## config.mk

```make
export PLATFORM = sky130hd
export DESIGN_NAME = mac_dot_sequencer
export DESIGN_NICKNAME = d
export VERILOG_FILES = /design/src/rtl/mac_dot_sequencer.sv
export SDC_FILE = /design/constraint.sdc
export NUM_CORES = 1
export LEC_CHECK = 0
export ABC_AREA = 1
export BUFFER_PORTS_ARGS = -buffer_cell sky130_fd_sc_hd__buf_2
export CORE_AREA = 5 5 69 96
export CTS_CLUSTER_DIAMETER = 120
export CTS_CLUSTER_SIZE = 8
export DETAILED_ROUTE_END_ITERATION = 16
export DIE_AREA = 0 0 74 101
export GPL_ROUTABILITY_DRIVEN = 1
export SYNTH_ARGS = -nofsm -noshare
export SYNTH_HDL_FRONTEND = slang
export SYNTH_SLANG_ARGS = --single-unit
```

## constraint.sdc

```tcl
create_clock -name clk -period 1.6 [get_ports clk]
set_input_delay 0.08 -clock clk [delete_from_list [all_inputs] [get_ports clk]]
set_output_delay 0.08 -clock clk [all_outputs]
set_load 0.1 [all_outputs]
```

## src/rtl/mac_dot_sequencer.sv

```systemverilog
// mac_dot_sequencer: streams operand pairs onto the MAC pins and returns the captured dot-product result
module mac_dot_sequencer #(
  parameter int VEC_LEN    = 4,
  parameter int RESULT_LAT = 1
) (
  input  logic        clk,
  input  logic        rst,
  input  logic        in_valid,
  output logic        in_ready,
  input  logic [7:0]  in_a,
  input  logic [6:0]  in_b,
  output logic [7:0]  mac_a,
  output logic [6:0]  mac_b,
  output logic        mac_clear_mult,
  input  logic [14:0] mac_result,
  input  logic        mac_ovf,
  output logic        res_valid,
  input  logic        res_ready,
  output logic [14:0] res_data,
  output logic        res_ovf,
  output logic        busy
);
  typedef enum logic [1:0] {IDLE, FEED, WAIT, HOLD} state_t;
  state_t     state;
  logic [7:0] count;
  logic [2:0] lat;
  logic       take;
  assign in_ready = state == IDLE || state == FEED;
  assign busy     = state != IDLE;
  assign take     = in_ready && in_valid;
  always_ff @(posedge clk) begin
    if (rst) begin
      state          <= IDLE;
      count          <= '0;
      lat            <= '0;
      mac_a          <= '0;
      mac_b          <= '0;
      mac_clear_mult <= 1'b0;
      res_valid      <= 1'b0;
      res_data       <= '0;
      res_ovf        <= 1'b0;
    end else begin
      // zero pins whenever no pair is taken so the MAC accumulate is a no-op
      mac_a          <= take ? in_a : '0;
      mac_b          <= take ? in_b : '0;
      mac_clear_mult <= take && state == IDLE;
      case (state)
        IDLE: if (in_valid) begin
          count <= 8'd1;
          lat   <= 3'(RESULT_LAT);
          state <= VEC_LEN == 1 ? WAIT : FEED;
        end
        FEED: if (in_valid) begin
          count <= count + 8'd1;
          lat   <= 3'(RESULT_LAT);
          if (count + 8'd1 == 8'(VEC_LEN)) state <= WAIT;
        end
        WAIT: if (lat == 3'd0) begin
          res_data  <= mac_result;
          res_ovf   <= mac_ovf;
          res_valid <= 1'b1;
          state     <= HOLD;
        end else lat <= lat - 3'd1;
        HOLD: if (res_ready) begin
          res_valid <= 1'b0;
          state     <= IDLE;
        end
      endcase
    end
  end
endmodule

```

==> out/results.ini <==
[sta]
skew_ns=0.009353
fmax_ghz=0.6480
slew_headroom_pct=67.21
setup_viol_count_final=0
fin_crit_sh_pct=96.44
fin_ws_ns=0.05691
finalMaxSlewViolations=0
final-hold-violation-count=0
worst_slew_pin_slew_ns=0.4952
min_period_ns=1.543

[yosys]
synth_warnings=0
synth_edf_count=0
ys_seq_area_share_pct=48.55
synth_commonest_cells=70 x nand2_1, 46 x dfxtp_1, 32 x inv_1
synth_top_area_share_pct=48.55
synth_cells=253
syn_nets=297
async_flop_share_pct=0
synth.most_common_cell=nand2_1
synth_area_leaders=dfxtp_1 49%, nand2_1 14%, a21oi_1 7.7%
synth-seq-cells=46
synthDistinctLibCells=22
yosys.area.top_type=dfxtp_1
synth.avg_cell_area_um2=7.497
synth-main-ff-cell=dfxtp_1
synth_area_mm2=0.001897

[cells_and_area]
diodes=0
regArea_um2=928.4
num-nets-final=393
fin_cells=420
layout-drive-gt1-share_pct=35.71
utilization_pct=48.03
area_delta_synth_final_pct=45.32
nFillCells=584
multi_input_area_um2=894.6

[power]
fin_total_pwr_mw=4.874
peakVddDrop_mv=0.9854
p_per_area_mw_per_mm2=1768
p_leak_nw=1.332

[place]
place.gp.congestion=0.7564
placed_cells=394
dpl_worst_slack_ns=-0.04220
hpwl_mm=3.467
numPortBuffers=69

[drt]
viasPerCell=4.388
totalWireLength_mm=4.964
drt_iter0_drc=74
wl_per_cell_um=11.82
ant_nets=0
num_vias=1843
drc=0
first_pass_iters=4

[min_path]
min_path_type=in2reg

[worst_setup_path]
crit_path_max_fanout=3
crit_path_start_kind=register
critPathCaptureType=primary output
worstSetupPathType=reg2out
required_ns=1.52
cp.arrival_ns=1.46

[clock_network]
htree_levels=2
path_clk_slew_ns=0.09
cts_tree=built
clk-insertion-delay-late_ns=0.30
clock-sinks=46
ctsRootBufferMaster=clkbuf_8
cts_buffers=5
cts_buffer_depth=2

[global_route]
grt_pass1_vias=1826
grtUsageTotal_pct=13.76
grt_start_max_net_pins=26
gr-total-overflow=0
antenna_found_initial=0
grt_pass1_wl_mm=8.010

[flow_run]
max_cap_violations=0

[floorplan]
die-area_mm2=0.007474
num_io_pins=70
die_x_um=74
rows=33
fp.dieH_um=101
design.core.area_mm2=0.005739
start_util_pct=33.05

[outcome]
status=finished, final reports clean

-- layout make-up --
type / count / share of cell area (%)
timing repair buffer: 95 / 21.61
sequential: 46 / 33.68
inverter: 38 / 5.901
multi-input combinational: 163 / 32.46
clock buffer: 5 / 2.497
clock inverter: 3 / 0.6809
tap: 70 / 3.177
-- routing by layer --
layer | wire (um) | global-route usage (%)
met3 | 392 | 5.289
met5 | 0 | 0
met1 | 1895 | 14.22
met2 | 2599 | 24.59
met4 | 76 | 5.021
-- worst paths after layout --
check                 startpoint      endpoint  slack [ns]  depth (start not counted)
setup / recovery        state[0]      in_ready        0.06                          5
hold / removal    mac_result[12]  res_data[12]        0.02                          3
setup reg to reg        state[0]        lat[2]        0.07                          9
hold reg to reg      res_data[5]   res_data[5]        0.46                          2
-- critical path, stage by stage (launching register included) --
cell and delay [ns]:
dfxtp_4 0.36, buf_4 0.15, ha_4 0.18, nor2_4 0.12
bufinv_8 0.20, buf_12 0.16
-- stage by stage --
| stage | setup TNS [ns] | cell area (um2) | hold slack, ns |
|---|---|---|---|
| after floorplan | 0 | 1921 | 0.1922 |
| after global placement | 0 | 2401 | 0.2909 |
| after detailed placement | -0.07728 | 2401 | 0.2995 |
| after CTS | 0 | 2646 | 0.01196 |
| after global routing | -0.05646 | 2756 | 0.01399 |
| final | 0 | 2756 | 0.01514 |
-- power breakdown --
part	switching [mW]	total (mW)	internal, mW
Sequential	0.0980	1.43	1.33
Clock	0.406	0.714	0.308
Combinational	1.96	2.73	0.773
Total	2.46	4.87	2.41
-- logic make-up (layout without fill, tap and decap cells) --
logic type	count (synthesis)	after routing	share of synthesized area [%]
buf+inv	44	141	8.839
compound gates	37	37	10.42
flops	46	46	48.55
fa+ha+maj	9	9	5.937
simple gates	117	117	26.25
-- repair_timing --
action	CTS	global route
buffers inserted	0	3
gates resized for setup	4	23
endpoints found under the setup margin	19	27
hold endpoints to repair	15	0
gates cloned	0	0
hold buffers	15	0
pin swaps	0	8
-- sequential cells by signal, indices dropped and copies added (netlist names) --
| name | count |
|---|---|
| count | 8 |
| lat | 3 |
| mac_a | 8 |
| mac_b | 7 |
| mac_clear_mult | 1 |
| res_data | 15 |
| res_ovf | 1 |
| res_valid | 1 |
| state | 2 |
-- cell usage in the layout, fill, tap and decap left out, drive strengths merged --
cell | netlist | routed
buf | 2 | 80
nand2 | 72 | 72
dfxtp | 46 | 46
inv | 38 | 37
nor2 | 31 | 31
a21oi | 29 | 29
dlygate4sd3 | 0 | 15
nand3 | 11 | 11
ha | 9 | 9
clkbuf | 4 | 5
o21ai | 3 | 3
o21bai | 2 | 2
clkinv | 0 | 2
bufinv | 0 | 1
clkinvlp | 0 | 1
o31ai | 1 | 1
nand3b | 1 | 1
nand4 | 1 | 1
nor3 | 1 | 1
a221oi | 1 | 1
a31oi | 1 | 1
Note: power is estimated with default switching activity, not from simulation.
